File: config.mk
export PLATFORM = sky130hd
export DESIGN_NAME = cic_interpolator
export DESIGN_NICKNAME = d
export VERILOG_FILES = /design/src/rtl/cic_interpolator_pkg.sv /design/src/rtl/cic_integrator.sv /design/src/rtl/cic_interpolator.sv
export SDC_FILE = /design/constraint.sdc
export NUM_CORES = 1
export LEC_CHECK = 0
export ABC_AREA = 1
export CORE_MARGIN = 4
export CORE_UTILIZATION = 50
export DETAILED_ROUTE_END_ITERATION = 6
export PLACE_DENSITY = 0.66
export SYNTH_ARGS = -nofsm -noshare
export SYNTH_HDL_FRONTEND = slang
export SYNTH_HIERARCHICAL = 1
export SYNTH_SLANG_ARGS = --single-unit
File: constraint.sdc
create_clock -name clock -period 10.1 [get_ports clock]
set_input_delay 2.525 -clock clock [delete_from_list [all_inputs] [get_ports clock]]
set_output_delay 2.525 -clock clock [all_outputs]
set_load 0.02 [all_outputs]
File: src/rtl/cic_interpolator_pkg.sv
// Shared constants and helpers for the CIC interpolator.
package cic_interpolator_pkg;

    localparam int unsigned RATE_MIN         = 2;
    localparam int unsigned N_STAGES_DEFAULT = 4;
    localparam int unsigned GROWTH_PER_STAGE = 8;

    typedef enum logic {
        SLOT_STUFF  = 1'b0,
        SLOT_SAMPLE = 1'b1
    } slot_t;

    function automatic logic [7:0] clamp_rate(input logic [7:0] rate);
        return (rate < 8'(RATE_MIN)) ? 8'(RATE_MIN) : rate;
    endfunction

endpackage

File: src/rtl/cic_integrator.sv
// Single registered accumulator with enable and synchronous clear; wraps modulo 2^ACC_WIDTH.
module cic_integrator #(
    parameter int ACC_WIDTH = 48
) (
    input  logic                 clock,
    input  logic                 reset,
    input  logic                 enable,
    input  logic                 clear,
    input  logic [ACC_WIDTH-1:0] d_in,
    output logic [ACC_WIDTH-1:0] d_out
);

    always_ff @(posedge clock or negedge reset) begin
        if (!reset)
            d_out <= '0;
        else if (clear)
            d_out <= '0;
        else if (enable)
            d_out <= d_out + d_in;
    end

endmodule

File: src/rtl/cic_interpolator.sv
// CIC interpolator: inline comb section at the low rate, zero-stuffing, cascaded integrators.
// Define CIC_INTERP_ROUND_EN to round (rather than truncate) at the output scaling stage.
module cic_interpolator
    import cic_interpolator_pkg::*;
#(
    parameter int INPUT_WIDTH  = 16,
    parameter int OUTPUT_WIDTH = 16,
    parameter int N_STAGES     = N_STAGES_DEFAULT,
    parameter int ACC_WIDTH    = INPUT_WIDTH + GROWTH_PER_STAGE * N_STAGES
) (
    input  logic                    clock,
    input  logic                    reset,
    input  logic                    enable,
    input  logic [7:0]              rate,
    input  logic [5:0]              shift,
    input  logic [INPUT_WIDTH-1:0]  d_in,
    output logic                    strobe_in,
    output logic [OUTPUT_WIDTH-1:0] d_out,
    output logic                    strobe_out
);

    logic [7:0]           count;
    slot_t                slot_d;
    logic [ACC_WIDTH-1:0] comb_x   [N_STAGES+1];
    logic [ACC_WIDTH-1:0] comb_dly [N_STAGES];
    logic [ACC_WIDTH-1:0] comb_out;
    logic [ACC_WIDTH-1:0] integ    [N_STAGES+1];
    logic [ACC_WIDTH-1:0] scaled;
    logic [N_STAGES+1:0]  en_pipe;

    // Gated by reset so the request drops immediately on async reset.
    assign strobe_in = reset && enable && (count == '0);

    // Rate is sampled only at reload, so a change never disturbs the current period.
    always_ff @(posedge clock or negedge reset) begin
        if (!reset)
            count <= '0;
        else if (!enable)
            count <= '0;
        else if (count == '0)
            count <= clamp_rate(rate) - 8'd1;
        else
            count <= count - 8'd1;
    end

    always_comb begin
        comb_x[0] = {{(ACC_WIDTH-INPUT_WIDTH){d_in[INPUT_WIDTH-1]}}, d_in};
        for (int unsigned i = 0; i < N_STAGES; i++)
            comb_x[i+1] = comb_x[i] - comb_dly[i];
    end

    always_ff @(posedge clock or negedge reset) begin
        if (!reset) begin
            for (int unsigned i = 0; i < N_STAGES; i++)
                comb_dly[i] <= '0;
            comb_out <= '0;
            slot_d   <= SLOT_STUFF;
        end else if (!enable) begin
            for (int unsigned i = 0; i < N_STAGES; i++)
                comb_dly[i] <= '0;
            comb_out <= '0;
            slot_d   <= SLOT_STUFF;
        end else begin
            slot_d <= strobe_in ? SLOT_SAMPLE : SLOT_STUFF;
            if (strobe_in) begin
                for (int unsigned i = 0; i < N_STAGES; i++)
                    comb_dly[i] <= comb_x[i];
                comb_out <= comb_x[N_STAGES];
            end
        end
    end

    assign integ[0] = (slot_d == SLOT_SAMPLE) ? comb_out : '0;

    for (genvar g = 0; g < N_STAGES; g++) begin : g_integ
        cic_integrator #(
            .ACC_WIDTH(ACC_WIDTH)
        ) u_integ (
            .clock (clock),
            .reset (reset),
            .enable(enable),
            .clear (!enable),
            .d_in  (integ[g]),
            .d_out (integ[g+1])
        );
    end

`ifdef CIC_INTERP_ROUND_EN
    logic [ACC_WIDTH-1:0] round_add;
    assign round_add = (shift == '0) ? '0 : (ACC_WIDTH'(1) << (shift - 6'd1));
    assign scaled    = integ[N_STAGES] + round_add;
`else
    assign scaled    = integ[N_STAGES];
`endif

    always_ff @(posedge clock or negedge reset) begin
        if (!reset) begin
            d_out   <= '0;
            en_pipe <= '0;
        end else if (!enable) begin
            d_out   <= '0;
            en_pipe <= '0;
        end else begin
            d_out   <= OUTPUT_WIDTH'(scaled >> shift);
            en_pipe <= {en_pipe[N_STAGES:0], 1'b1};
        end
    end

    assign strobe_out = en_pipe[N_STAGES+1];

endmodule

==> metrics.txt <==
min Tclk post-route 9450 ps; Worst slew margin 31.9%; NetSw 10.7 mW; ANT nets after route 0; fin. max-slew vios 0; Placer Congestion 1.02; initial antenna violation count 1; synth warn 6; Hold Crit Depth 2; Tot Pwr 20.5 mW; Die Span Y 307 um; Sw Ratio 52.2%; DR pass1 iterations 6; Layout area overhead 13.9%; Worst Skew 31.6 ps; post-synthesis sequential area ratio 24.0%; CTS tree yes; Max Buffers Root-to-Sink 3; Max Cap Viol 0; vias in the first global route 44960; 1st-iter DRT viols 4165; internal power 9.79 mW; via count 48136; DP Worst Slack -188 ps; HP Class reg2reg; H-tree Lvls 2; final WL 163000 um; CP max FO 5; worst IR drop on VDD 468 uV; LEAKAGE 28.4 nW; Worst EP required 10680 ps; number of flops mapped to enable cells by yosys 0; Hold-fix buffers, CTS 0; Filler cells 9142; Worst Setup Start Kind input pin; R2R Setup Slk 2670 ps; largest net degree at the start of global routing 143; slowest CP cell fa_1; Hold Startpoint en_pipe[3]$_DFF_PN0_; CTS Buf Count 57; All-Layer GR Usage 33.9%; Post-Layout Inst Area 0.0511 mm2; # IOs 51; ranking of synthesized cells by area dfrtp_1, nand2_1, inv_1, ha_1, nor2_1; unrepaired setup endpoints after global routing false; length in cells of the worst reg-to-reg path 42; clock latency on the worst-skew pair 680 ps; clk root buf clkbuf_16; r2r startpoint comb_dly[144]$_DFFE_PN0P_; Power Dens Cells 401 mW/mm2; Syn Nets 7995; Routed WL per cell 17.8 um; Critical Path AT 10030 ps; routed vias/inst 5.26; Async S/R FF share, synth 100%; core box area 0.0886 mm2; Mean Syn Cell Area 5.90 um2; outcome finished clean; worst setup path class in2reg; Synth Cell Area 0.0448 mm2; Final setup violation count 0; CTS sink count 430; worst setup margin 652 ps; Clk pin slew, worst setup/hold paths 60 ps; Synth Instances 7606; Post-DP HPWL 132000 um; Residual DRC 0; first-pass GRT wire length 252000 um; proportion of layout cells with a drive suffix above 1 7.91%; Cell variety after synth 58; Initial Utilization 50.6%; Critical Path Most Common Cell nand2_1; hold path endpoint en_pipe[4]$_DFF_PN0_; Gate power share 79.0%; die area 0.0945 mm2; max incr delay on CP 530 ps; fmax 106 MHz; top_reg_cell synth dfrtp_1; clock network power share 10.9%; Net count, final 8319; fin crit share 93.5%; FF-to-FF End comb_out[46]$_DFFE_PN0P_; area fraction of the dominant cell type after synthesis 24.0%; Port Buffers 50; Worst Tran Pin Value 1020 ps; placed cell area 0.0490 mm2; Final Hold Fails 0; Overflow after GRT 0; Yosys reg bits 430; endpoint class of the critical path flip-flop; die span in x 307 um; Cell Rows 109; post-synth top area cell dfrtp_1; sequential share of power 10.1%
==> metrics by stage <==
step,cells,util (%),hold slack (ps),setup TNS [ps]
3_3_place_gp,9036,55.2,416,-123
2_1_floorplan,7606,-,413,0
3_5_place_dp,9036,55.2,420,-769
6_report,9145,57.6,434,0
4_1_cts,9143,57.5,434,0
5_1_grt,9143,57.6,464,0
==> cells in the mapped netlist (4+ instances only) <==
cell       count
a21boi_0       6
a21boi_1       4
a21o_1        27
a21oi_1      451
a22o_1        10
a22oi_1        4
a31oi_1       29
a32o_1        10
and2_1        11
and3_1         5
buf_1          9
buf_2         35
buf_4          7
clkbuf_1      83
clkinv_1       5
dfrtp_1      430
fa_1          10
ha_1         346
inv_1       1368
inv_2         17
mux2i_1       18
nand2_1     2776
nand2_2       34
nand3_1      352
nand3_2       12
nand3b_1      11
nand4_1       51
nor2_1       616
nor2_2        54
nor2_4         5
nor3_1        37
nor3_2         9
nor4_1        13
o2111ai_1      4
o211ai_1      11
o21a_1        25
o21ai_0      433
o21ai_1       49
o21bai_1      25
o22ai_1       30
o31ai_1       19
or2_2         15
xnor2_1       41
xor2_1        80
==> layout by cell type, fill, tap and decap left out, types with 27 or more instances in the layout <==
| cell type | Yosys | routed |
|---|---|---|
| nor2_1 | 616 | 608 |
| o21ai_0 | 433 | 430 |
| xor2_1 | 80 | 77 |
| clkbuf_16 | 0 | 59 |
| a31oi_1 | 29 | 29 |
| o21ai_1 | 49 | 52 |
| clkdlybuf4s50_1 | 0 | 48 |
| inv_1 | 1368 | 1368 |
| xnor2_1 | 41 | 40 |
| a21oi_1 | 451 | 447 |
| ha_1 | 346 | 345 |
| nand3_1 | 352 | 352 |
| nand2_2 | 34 | 34 |
| dfrtp_1 | 430 | 430 |
| buf_4 | 7 | 345 |
| nor3_1 | 37 | 35 |
| a21o_1 | 27 | 27 |
| nor2_2 | 54 | 55 |
| o22ai_1 | 30 | 30 |
| nand4_1 | 51 | 51 |
| nand2_1 | 2776 | 2776 |
==> state kept, by name, indices dropped and copies added, names as in the netlist <==
register / count
en_pipe: 6
count: 8
comb_out: 48
g_integ.u_integ/d_out: 192
slot_d: 1
d_out: 16
comb_dly: 159
==> kinds of logic (layout without fill, tap and decap cells) <==
| family | Yosys count | in the layout | share of synthesized area (%) |
|---|---|---|---|
| flip-flops | 430 | 430 | 24.0 |
| other | 0 | 2 | 0 |
| XOR/XNOR | 121 | 121 | 2.36 |
| buffers and inverters | 1524 | 1896 | 12.9 |
| multiplexers | 18 | 18 | 0.402 |
| AND/OR/NAND/NOR | 4004 | 4004 | 36.1 |
| adder cells (fa/ha/maj) | 356 | 356 | 10.1 |
| AO/OA/AOI/OAI | 1153 | 1153 | 14.1 |
==> routing by layer <==
layer | part of all wire (%) | track usage [%] | wire length [um]
met4 | 4.9 | 14.5 | 8010
met1 | 45 | 45.6 | 72700
met2 | 44 | 54.9 | 72300
met5 | 0 | 0 | 0
met3 | 6.0 | 4.55 | 9690
==> how the worst max path moves through the flow <==
stage / cells after the start / end / startpoint / slack [ps]
after floorplan: 42 / comb_out[44]$_DFFE_PN0P_ / d_in[0] / 1310
final: 44 / comb_out[46]$_DFFE_PN0P_ / d_in[0] / 650
after global placement: 46 / comb_out[47]$_DFFE_PN0P_ / d_in[0] / -70
after detailed placement: 46 / comb_out[47]$_DFFE_PN0P_ / d_in[0] / -190
after CTS: 46 / comb_out[47]$_DFFE_PN0P_ / d_in[0] / 490
after global routing: 44 / comb_out[46]$_DFFE_PN0P_ / d_in[0] / 60
==> worst max-delay path, delay by kind of cell <==
| kind | cells | cell delay, ps |
|---|---|---|
| AO/OA/AOI/OAI | 14 | 2330 |
| adder cells (fa/ha/maj) | 6 | 2090 |
| AND/OR/NAND/NOR | 13 | 1380 |
| buffers and inverters | 9 | 1140 |
| XOR/XNOR | 2 | 560 |
==> power by group through the flow <==
stage | clock network (mW) | registers (mW) | logic (mW)
2_1_floorplan | 0 | 2.06 | 9.32
3_3_place_gp | 0 | 2.08 | 15.8
3_5_place_dp | 0 | 2.09 | 15.8
4_1_cts | 2.29 | 2.06 | 15.9
5_1_grt | 2.35 | 2.08 | 17.9
6_report | 2.24 | 2.06 | 16.2
==> what timing repair did <==
item                                   4_1_cts  5_1_grt
buffers inserted                             0        0
setup endpoints to repair                    0       16
endpoints found under the hold margin        0        0
gates resized for setup                      0       22
==> final cells by class <==
type | instances | area (um2) | share of cell area [%]
Timing Repair Buffer | 399 | 3170 | 6.21
Tap cell | 1165 | 1460 | 2.85
Sequential cell | 430 | 10800 | 21.1
Multi-Input combinational cell | 5652 | 28400 | 55.7
Inverter | 1390 | 5220 | 10.2
Clock buffer | 76 | 1630 | 3.19
Clock inverter | 31 | 405 | 0.793
Antenna cell | 2 | 5.00 | 0.00980
Note: power is estimated with default switching activity, not from simulation.
